==> src/rtl/pw_pkg.sv <==
// Shared types and default constants for the 800 ms stretched-pulse path
// (elongator on the transmit side, pulse_width_detector on the receive side).
package pw_pkg;

  typedef enum logic [1:0] {
    IDLE     = 2'd0,
    MEASURE  = 2'd1,
    WAIT_LOW = 2'd2
  } pw_state_t;

  // Nominal stretch is 800 ms at 100 MHz; the detector accepts +/-10 %.
  localparam int unsigned PULSE_WIDTH  = 80_000_000;
  localparam int unsigned PW_MIN_800MS = 72_000_000;
  localparam int unsigned PW_MAX_800MS = 88_000_000;
  localparam int unsigned PW_CNT_W     = 29;

endpackage

==> src/rtl/pw_sync.sv <==
// Synchronizer for the asynchronous stretched-pulse line: SYNC_STAGES flops,
// one extra delay flop, and a rising-edge detect on the synchronized level.
module pw_sync #(
  parameter int unsigned SYNC_STAGES = 2
) (
  input  logic clk,
  input  logic reset,
  input  logic pulse_in,
  output logic s,
  output logic rise
);

  logic [SYNC_STAGES-1:0] sync_q;
  logic [SYNC_STAGES-1:0] valid_q;
  logic                   s_d;
  logic                   s_d_valid;

  // A marker bit travels beside the data so that s_d only counts as a real
  // previous sample once the chain has refilled after reset. A line that is
  // already high at reset release therefore never produces a rise.
  always_ff @(posedge clk or negedge reset) begin
    if (!reset) begin
      sync_q    <= '0;
      valid_q   <= '0;
      s_d       <= 1'b0;
      s_d_valid <= 1'b0;
    end else begin
      // NOTE: non-blocking assignments let every stage sample the previous
      // stage's old value, which is what makes this a shift chain.
      sync_q    <= {sync_q[SYNC_STAGES-2:0], pulse_in};
      valid_q   <= {valid_q[SYNC_STAGES-2:0], 1'b1};
      s_d       <= sync_q[SYNC_STAGES-1];
      s_d_valid <= valid_q[SYNC_STAGES-1];
    end
  end

  assign s    = sync_q[SYNC_STAGES-1];
  assign rise = s & ~s_d & s_d_valid;

endmodule

==> src/rtl/pulse_width_detector.sv <==
// Recovers a single-cycle event from a stretched pulse, measuring its high time
// in clk cycles and classifying it as in-window, too short or too long.
module pulse_width_detector
  import pw_pkg::*;
#(
  parameter int unsigned MIN_WIDTH   = PW_MIN_800MS,
  parameter int unsigned MAX_WIDTH   = PW_MAX_800MS,
  parameter int unsigned CNT_W       = PW_CNT_W,
  parameter int unsigned SYNC_STAGES = 2
) (
  input  logic             clk,
  input  logic             reset,
  input  logic             pulse_in,
  output logic             detect,
  output logic             error_short,
  output logic             error_long,
  output logic [CNT_W-1:0] width,
  output logic             busy
);

  localparam logic [CNT_W-1:0] MIN_C = CNT_W'(MIN_WIDTH);
  localparam logic [CNT_W-1:0] MAX_C = CNT_W'(MAX_WIDTH);

  pw_state_t        state;
  logic [CNT_W-1:0] count;
  logic             s;
  logic             rise;

  pw_sync #(
    .SYNC_STAGES (SYNC_STAGES)
  ) u_sync (
    .clk      (clk),
    .reset    (reset),
    .pulse_in (pulse_in),
    .s        (s),
    .rise     (rise)
  );

  always_ff @(posedge clk or negedge reset) begin
    if (!reset) begin
      state       <= IDLE;
      count       <= '0;
      width       <= '0;
      detect      <= 1'b0;
      error_short <= 1'b0;
      error_long  <= 1'b0;
    end else begin
      // NOTE: strobes default low every cycle so each branch only raises the
      // one it owns; this keeps them single-cycle without extra clear logic.
      detect      <= 1'b0;
      error_short <= 1'b0;
      error_long  <= 1'b0;
      unique case (state)
        IDLE: begin
          if (rise) begin
            state <= MEASURE;
            count <= CNT_W'(1);
          end
        end
        MEASURE: begin
          if (s) begin
            // Saturate at MAX_WIDTH: the counter never wraps.
            if (count == MAX_C) begin
              error_long <= 1'b1;
              width      <= MAX_C;
              state      <= WAIT_LOW;
            end else begin
              count <= count + 1'b1;
            end
          end else begin
            width <= count;
            if (count < MIN_C) error_short <= 1'b1;
            else               detect      <= 1'b1;
            state <= IDLE;
          end
        end
        WAIT_LOW: begin
          if (!s) state <= IDLE;
        end
        default: state <= IDLE;
      endcase
    end
  end

  assign busy = (state != IDLE);

endmodule

==> config.mk <==
export PLATFORM = sky130hd
export DESIGN_NAME = pulse_width_detector
export DESIGN_NICKNAME = d
export VERILOG_FILES = /design/src/rtl/pw_pkg.sv /design/src/rtl/pw_sync.sv /design/src/rtl/pulse_width_detector.sv
export SDC_FILE = /design/constraint.sdc
export NUM_CORES = 1
export LEC_CHECK = 0
export ABC_AREA = 1
export BUFFER_PORTS_ARGS = -buffer_cell sky130_fd_sc_hd__buf_2
export CAP_MARGIN = 20
export CORE_MARGIN = 3
export CORE_UTILIZATION = 35
export CTS_CLUSTER_SIZE = 25
export DETAILED_ROUTE_END_ITERATION = 8
export GPL_ROUTABILITY_DRIVEN = 0
export MAX_ROUTING_LAYER = met4
export PLACE_DENSITY_LB_ADDON = 0.1
export SYNTH_ARGS = -nofsm -noshare
export SYNTH_HDL_FRONTEND = slang
export SYNTH_SLANG_ARGS = --single-unit
==> constraint.sdc <==
create_clock -name clk -period 1.5 [get_ports clk]
set_input_delay 0.375 -clock clk [delete_from_list [all_inputs] [get_ports clk]]
set_output_delay 0.375 -clock clk [all_outputs]
set_load 0.05 [all_outputs]
Yosys cells after proc, flatten, opt, wreduce, memory -nomap -nowiden
Cells that the tools add are included.
{"block": "totals", "out_inout_bits": 33, "ff_bits": 69, "elab_cells": 50, "input_bits": 3}
{"block": "classes", "n_eq_ne": 9, "order_cmp": 1, "n_reduce_logical": 6, "mux": 20, "bitwise_logic": 3, "addsub": 1}
{"operator": "$mux 29", "count": 5}
{"operator": "$pmux 29 s2", "count": 1}
{"operator": "$add 29x1->29 const B", "count": 1}
{"operator": "$eq 29x27->1 const B", "count": 1}
{"operator": "$lt 29x27->1 const B", "count": 1}
{"operator": "$mux 1", "count": 9}
{"operator": "$mux 2", "count": 4}
{"operator": "$ne 2x2->1 const B", "count": 4}
{"operator": "$pmux 2 s3", "count": 1}
{"operator": "$reduce_and 4->1", "count": 1}
{"operator": "$reduce_bool 2->1", "count": 2}
{"operator": "$ne 3x3->1 const B", "count": 1}
{"operator": "$reduce_and 3->1", "count": 1}
{"operator": "$and 1x1->1", "count": 2}
{"operator": "$eq 2x1->1 const B", "count": 1}
{"operator": "$eq 2x2->1 const B", "count": 1}
{"operator": "$logic_not 2->1", "count": 1}
{"operator": "$ne 2x1->1 const B", "count": 1}
{"operator": "$reduce_and 2->1", "count": 1}
{"operator": "$not 1->1", "count": 1}

Longest topological paths before layout
Gate-level depths: netlist (run 1).
{"block": "depth", "depth_word": 5, "depth_mapped": 11, "mapped_depth_nobuf": 10}

Modules after synthesis
From an unflattened synthesis (run 1), not the netlist that was laid out.
{"block": "hier_totals", "hier_cells": 465, "area_unflattened_um2": 3558.4}
{"mod": "pulse_width_detector", "seq_area_each_um2": 1576.5, "instances": 1, "area_per_inst_um2": 3394.5, "cells_each": 456}
{"mod": "pw_sync", "seq_area_each_um2": 150.1, "instances": 1, "area_per_inst_um2": 163.9, "cells_each": 9}

Least setup slack after synthesis (run 1)
No wires, ideal clock.
{"block": "synth_timing", "path_kind": "reg-to-reg", "from": "register count[0]", "to": "register width[11]", "t_arrival_ns": 1.439, "setup_slack_ns": -0.070, "path_buffers": 1, "period_less_slack_ns": 1.570, "setup_time_ns": 0.131, "path_stages_with_launch": 11, "t_required_ns": 1.369, "cell_sequence": "dfrtp_1 > inv_1 > ha_1 > nand2_1 > nor2_1 > nand2_1 > nor2_2 > nand3_4 > buf_2 > nand3_1 > o21ai_0"}
{"block": "synth_via", "elab_chain_len": 3}
{"item": "from (decl)", "line": "pulse_width_detector.sv:25", "rtl": "logic [CNT_W-1:0] count;"}
{"item": "from (signal assigned)", "line": "pulse_width_detector.sv:68", "rtl": "count <= count + 1'b1;"}
{"item": "$eq 29x27->1", "line": "pulse_width_detector.sv:63", "rtl": "if (count == MAX_C) begin"}
{"item": "$ne 2x2->1 (no source line)"}
{"item": "$reduce_and 2->1 (no source line)"}
{"item": "to (signal assigned)", "line": "pulse_width_detector.sv:71", "rtl": "width <= count;"}
{"item": "to (decl)", "line": "pulse_width_detector.sv:17", "rtl": "output logic [CNT_W-1:0] width,"}
Every way passes these cells.
A chain may end at the register's enable or synchronous reset.

Worst setup path after layout (run 1)
{"block": "layout_timing", "from": "register count[0]", "to": "register count[0]"}
{"block": "layout_via", "elab_chain_len": 4, "elab_cells_between_ends": 7, "cone_classes": "add/sub: 1; eq/ne: 2; mux: 3; reduce/logical: 1"}
{"item": "$add 29x1->29", "line": "pulse_width_detector.sv:68"}
{"item": "$mux 29", "line": "pulse_width_detector.sv:63"}
{"item": "$mux 29", "line": "pulse_width_detector.sv:61", "rtl": "if (s) begin"}
{"item": "$pmux 29 s2", "line": "pulse_width_detector.sv:53", "rtl": "unique case (state)"}
Parallel ways exist; a longest one is shown, timed or not. The select of a mux whose other input is x is not followed.

==> results of run 1 <==
==> worst max-delay path, delay by kind of cell (launching register included) <==
kind | cells | cell delay [ps]
fa+ha+maj | 1 | 130
buf+inv | 2 | 270
flops | 1 | 400
mux | 1 | 70
simple gates | 6 | 670
==> kinds of logic after synthesis <==
group / after synthesis
other: 1
buffers and inverters: 56
AO/OA/AOI/OAI: 40
AND/OR/NAND/NOR: 300
XOR/XNOR: 8
adder cells (fa/ha/maj): 2
flip-flops: 69
multiplexers: 1
==> final timing paths <==
path	startpoint	to	slack, ps	cells after the start
max	count[0]	count[0]	-150	10
min	reset	width[12]	40	2
max reg2reg	count[0]	count[0]	-150	10
min reg2reg	u_sync.valid_q[0]	u_sync.valid_q[1]	340	0
max in group asynchronous	reset	count[8]	1150	2
min in group clk	pulse_in	u_sync.sync_q[0]	140	1
==> layer usage <==
metal	vias to the layer above	share of wire, %	GRT usage [%]
met5	-	0	-
met4	0	1.2	7.12
met3	9	3.9	2.77
met2	79	47	30.6
met1	1636	48	26.0
li1	1743	-	-
==> per-stage QoR <==
stage	total power [uW]	area (um^2)	setup WS (ps)	cells	util [%]
floorplan	2740	3570	-16.3	477	-
global placement	3060	4460	-148	707	45.4
detailed placement	3070	4460	-167	707	45.4
CTS	4940	4920	-112	732	50.1
global route	5140	5110	-229	737	52.0
finish	4920	5110	-146	737	52.0
==> power groups by stage <==
| stage | Sequential (uW) | Clock (uW) | Combinational, uW |
|---|---|---|---|
| 6_report | 2060 | 1750 | 1110 |
| 5_1_grt | 2080 | 1860 | 1190 |
| 4_1_cts | 2070 | 1810 | 1070 |
| 3_5_place_dp | 2100 | 0 | 969 |
| 3_3_place_gp | 2100 | 0 | 961 |
| 2_1_floorplan | 2490 | 0 | 244 |
==> state kept, by name (all words and copies together) (netlist names) <==
register,cells
u_sync.valid_q,2
width,29
u_sync.s_d_valid,1
error_long,1
u_sync.sync_q,2
detect,1
u_sync.s_d,1
count,29
error_short,1
state,2
==> repair_timing <==
item / 4_1_cts / 5_1_grt
cloned: 2 / 2
setup endpoints to repair: 62 / 62
buffers inserted: 7 / 3
pin swaps: 4 / 10
resized for setup: 53 / 35
==> cells in the final DEF, fill, tap and decap left out, types with 2 or more instances in the layout <==
| cell | n |
|---|---|
| nand2_1 | 116 |
| nor2_1 | 82 |
| buf_4 | 82 |
| dfrtp_1 | 69 |
| nand3_1 | 42 |
| buf_2 | 34 |
| inv_1 | 30 |
| nand2_2 | 19 |
| o21ai_0 | 18 |
| clkbuf_8 | 10 |
| inv_2 | 8 |
| nand3_2 | 8 |
| o21ai_1 | 7 |
| o21ai_2 | 7 |
| nand2_4 | 7 |
| nor2_4 | 6 |
| nor2_2 | 6 |
| buf_6 | 5 |
| buf_12 | 5 |
| a21oi_1 | 4 |
| xnor2_1 | 4 |
| xor2_1 | 4 |
| nor3_1 | 3 |
| nand4_1 | 3 |
| nand3_4 | 2 |
| bufinv_16 | 2 |
| clkinv_2 | 2 |
| clkbuf_16 | 2 |
==> cell type report <==
class | count | area (um^2)
Clock buffer | 10 | 138
Sequential cell | 69 | 1730
Fill cell | 997 | 4710
Clock inverter | 6 | 86.3
Timing Repair Buffer | 129 | 1020
Inverter | 38 | 143
Tap cell | 133 | 166
Multi-Input combinational cell | 352 | 1830
==> Yosys cell counts, types with 2 or more instances <==
cell	number	area, um^2
nand2_1	141	529
nor2_1	90	338
dfrtp_1	69	1730
nand3_1	51	255
inv_1	36	135
o21ai_0	28	140
buf_2	9	45.0
a21oi_1	4	20.0
buf_6	4	45.0
clkbuf_1	4	15.0
xnor2_1	4	35.0
xor2_1	4	35.0
nand4_1	3	18.8
nor2_2	3	18.8
nor3_1	3	15.0
o21ai_1	3	15.0
ha_1	2	25.0
inv_2	2	7.51
or2_2	2	12.5
==> flow_metrics.py, run 1 <==
metrics = {
    "synth": {
        "synth_top_family_by_area": "simple AND/OR/NAND/NOR gates",
        "ys_seq_area_share_pct": 48.6,
        "async_flop_share_pct": 100,
        "synth_ff_type": "dfrtp_1",
        "ys_types": 34,
        "synth_seq_cells": 69,
        "synth-edff-count": 0,
        "synth_cells": 477,
        "synth-xor-area-share_pct": 1.97,
        "synth-simple-area-share_pct": 35.3,
        "syn_nets": 482,
        "avgSynthCellArea_um2": 7.45,
        "synth_mux_area_share_pct": 0.282,
        "synth_adder_area_share_pct": 0.704,
        "yosys_warnings": 0,
        "synth_area_um2": 3550,
        "synth_compound_area_share_pct": 6.02,
    },
    "drt": {
        "vias": 3467,
        "post-route-drc-count": 0,
        "wl_per_cell_um": 14.2,
        "drt-pass1-iter-count": 5,
        "wl_um": 10400,
        "drt_iter0_drc": 127,
        "antenna_left": 0,
        "vias_per_cell": 4.70,
    },
    "worst_setup_path": {
        "path_class": "reg -> reg",
        "crit_chain": "inv_2 -> ha_4 -> nand2_2 -> nor2_1 -> nand2_1 -> nor2_4 -> nand3_4 -> nand2_8 -> clkbuf_16 -> mux2i_1",
        "cp_data_arrival_time_ps": 1900,
        "critPathMaxFanout": 9,
        "cp_slowest_cell": "dfrtp_1",
        "cp.required_ps": 1750,
        "cp_slowest_stage_delay_ps": 400,
        "critPathLaunchType": "flop",
        "end_kind": "flop",
    },
    "power": {
        "max-vdd-ir-drop_mv": 0.413,
        "power_switching_share_pct": 32.2,
        "p_int_uw": 3340,
        "p_leak_uw": 0.00256,
        "powerDensity_nw_per_um2": 963,
        "pwr-share-comb_pct": 22.6,
        "seq_power_share_pct": 41.9,
        "pwr-share-clk_pct": 35.5,
        "switching_power_uw": 1580,
    },
    "status": {
        "status": "complete, but fails checks",
        "violations": "negative setup slack",
    },
    "clocking": {
        "clkLatencyLatePin_ps": 360,
        "clock_path_buffers": 2,
        "holdBufCountCts": 0,
        "clkTransAtPathRegs_ps": 90,
        "tritoncts": "done",
        "cts_inserted_buffers": 9,
        "cts_root_buf": "clkbuf_8",
        "cts_max_level": 3,
        "cts_sinks": 69,
    },
    "global_route": {
        "grt_pass1_vias": 3369,
        "antenna_found_initial": 0,
        "grt_start_max_net_pins": 70,
        "grt_remaining_overflow": 0,
        "grt_use_total_pct": 19.5,
        "grt_pass1_wl_um": 17000,
    },
    "finish": {
        "drive_gt1_share_pct": 35.4,
        "syn2layout_area_growth_pct": 43.7,
        "nets": 604,
        "n_antenna_cell": 0,
    },
    "sta": {
        "finalHoldViolations": 0,
        "whs_ps": 40.8,
        "rsz0062_at_grt": "yes",
        "fin_crit_sh_pct": 110,
        "fin_setup_tns_ps": -5430,
        "drv_slew": 0,
        "setup_ws_ps": -146,
        "fin_crit_ps": 1650,
        "clock.fmax_mhz": 608,
        "fin_skew_ps": 19.5,
        "finalSetupViolCount": 61,
    },
    "job": {
        "maxCapViolCount": 0,
    },
    "floorplan": {
        "placementRows": 36,
        "start_util_pct": 36.2,
        "die_height_um": 107,
        "dieArea_um2": 11400,
        "ios": 36,
        "design.core.area_um2": 9820,
        "die_w_um": 107,
    },
    "hold_path": {
        "hold_path.class": "in -> async",
    },
    "placed_design": {
        "io_buffers": 35,
        "place.detailed.hpwl_um": 7230,
    },
}
(Power assumes the default switching activity.)
==> run 2: changes to the inputs <==
- CORE_UTILIZATION: 35 -> 55
- CTS_BUF_LIST: not set -> sky130_fd_sc_hd__clkbuf_4
==> run 2 against run 1 <==
Compared with the run above:
- the flow still finishes with violations (negative setup slack)
- maximum frequency decreased by 7.7%
- sequential power hardly changed
- wire length up 6.9%
- clock power down 21%
- largest cell class unchanged
==> flow_metrics.py, run 2 (same netlist as run 1, synthesis figures left out) <==
metrics = {
    "finish": {
        "n_antenna_cell": 0,
        "drive_gt1_share_pct": 33.9,
        "final_core_util_pct": 81.5,
        "seq_area_um2": 1730,
        "instances_no_fill": 679,
        "final_common_cell": "nand2_1",
        "top_regs": "count x29, width x29",
        "nets": 604,
        "syn2layout_area_growth_pct": 39.8,
        "fillCellCount": 415,
        "final_cell_mix": "nand2_1 (125), nor2_1 (80), buf_4 (80)",
        "multiInputGateArea_um2": 1790,
    },
    "power": {
        "switching_power_uw": 1600,
        "pwr-share-comb_pct": 25.9,
        "max-vdd-ir-drop_mv": 0.842,
        "pwr-share-clk_pct": 29.8,
        "seq_power_share_pct": 44.3,
        "power_switching_share_pct": 34.2,
        "p_int_uw": 3080,
        "powerDensity_nw_per_um2": 942,
        "p_leak_uw": 0.00251,
    },
    "floorplan": {
        "design.core.area_um2": 6100,
        "start_util_pct": 58.3,
        "placementRows": 28,
        "die_height_um": 86.4,
        "ios": 36,
        "dieArea_um2": 7460,
        "die_w_um": 86.4,
    },
    "worst_setup_path": {
        "path_class": "reg -> reg",
        "crit_family": "simple AND/OR/NAND/NOR gates",
        "critPathLaunchType": "flop",
        "cp.required_ps": 1890,
        "end_kind": "flop",
        "cp_slowest_stage_delay_ps": 420,
        "critPathMaxFanout": 8,
        "crit_chain": "inv_2 -> ha_4 -> nand2_2 -> nor2_1 -> nand2_1 -> nor2_4 -> nand3_4 -> nand2_8 -> clkbuf_16 -> nand2_1 -> nand2_1",
        "cp_data_arrival_time_ps": 2180,
        "cp_slowest_cell": "dfrtp_1",
        "critPathBufInv": 2,
        "critical-path-top-cell-by-count": "nand2_1",
    },
    "job": {
        "maxCapViolCount": 0,
    },
    "clocking": {
        "cts_max_level": 3,
        "clock_path_buffers": 2,
        "clkLatencyLatePin_ps": 450,
        "cts_inserted_buffers": 9,
        "cts_root_buf": "clkbuf_4",
        "cts_sinks": 69,
        "clkTransAtPathRegs_ps": 120,
        "tritoncts": "done",
    },
    "status": {
        "status": "complete, but fails checks",
        "violations": "negative setup slack",
    },
    "global_route": {
        "grt_remaining_overflow": 0,
        "grt_use_total_pct": 30.3,
        "grt_pass1_wl_um": 16800,
        "antenna_found_initial": 0,
        "grt_pass1_vias": 3459,
        "grt_start_max_net_pins": 70,
    },
    "sta": {
        "fin_skew_ps": 11.2,
        "fin_setup_tns_ps": -13390,
        "fin_crit_sh_pct": 119,
        "drv_slew": 0,
        "finalHoldViolations": 0,
        "finalSetupViolCount": 64,
        "rsz0062_at_grt": "yes",
        "setup_ws_ps": -282,
        "fin_crit_ps": 1780,
        "whs_ps": 24.6,
        "clock.fmax_mhz": 561,
    },
    "placed_design": {
        "place.detailed.hpwl_um": 6850,
        "io_buffers": 35,
        "placedCellCount": 644,
        "place_ws_ps": -152,
    },
    "drt": {
        "vias": 3747,
        "drt_iter0_drc": 415,
        "antenna_left": 0,
        "post-route-drc-count": 0,
        "wl_per_cell_um": 16.4,
        "vias_per_cell": 5.52,
        "drt-pass1-iter-count": 5,
        "wl_um": 11200,
    },
    "hold_path": {
        "hold_path.class": "in -> reg",
    },
}
## run 2: repair_timing
| action | in CTS | in global routing |
|---|---|---|
| setup buffers | 8 | 6 |
| pin swaps | 7 | 20 |
| hold endpoints to repair | 69 | 0 |
| gates resized for setup | 48 | 50 |
| endpoints found under the setup margin | 62 | 71 |
| cloned | 2 | 3 |
| hold buffers | 1 | 0 |
## run 2: per-layer routing
layer / wire [um] / part of all wire (%) / global-route usage, %
met1: 4560 / 41 / 40.2
met2: 5120 / 46 / 47.0
met3: 981 / 8.8 / 5.70
met4: 493 / 4.4 / 10.2
met5: 0 / 0 / -
## run 2: worst paths after layout
kind	startpoint	end	slack, ps	cells past startpoint
worst max register to register	count[0]	count[5]	-280	11
worst min register to register	u_sync.sync_q[0]	u_sync.sync_q[1]	360	0
min in group asynchronous	reset	width[7]	460	3
max in group asynchronous	reset	count[15]	740	3
worst max-delay path	count[0]	count[5]	-280	11
worst min-delay path	pulse_in	u_sync.sync_q[0]	20	1
## run 2: final cells by class
cell class | instances | area share [%]
Clock buffer | 9 | 1.36
Tap cell | 75 | 1.89
Timing Repair Buffer | 129 | 21.3
Inverter | 38 | 2.87
Clock inverter | 7 | 1.81
Sequential cell | 69 | 34.7
Multi-Input combinational cell | 352 | 36.0
## run 2: power groups by stage
stage	combinational (uW)	sequential (uW)	clock (uW)
after floorplan	244	2490	0
after global placement	960	2090	0
after detailed placement	982	2100	0
after CTS	1070	2070	1400
after global routing	1280	2090	1480
final	1210	2070	1390
## run 2: stage by stage
step                      power (uW)  cell area (um^2)
after floorplan                 2740              3570
after detailed placement        3080              4340
after CTS                       4530              4700
after global placement          3050              4340
after global routing            4850              4970
final                           4680              4970
## run 2: worst reg2reg max path: stages, from the launching register on
cell and delay [ps]:
dfrtp_1 420, inv_2 100, ha_4 140, nand2_2 50, nor2_1 100, nand2_1 110, nor2_4 170, nand3_4 170
nand2_8 170, clkbuf_16 190, nand2_1 60, nand2_1 60
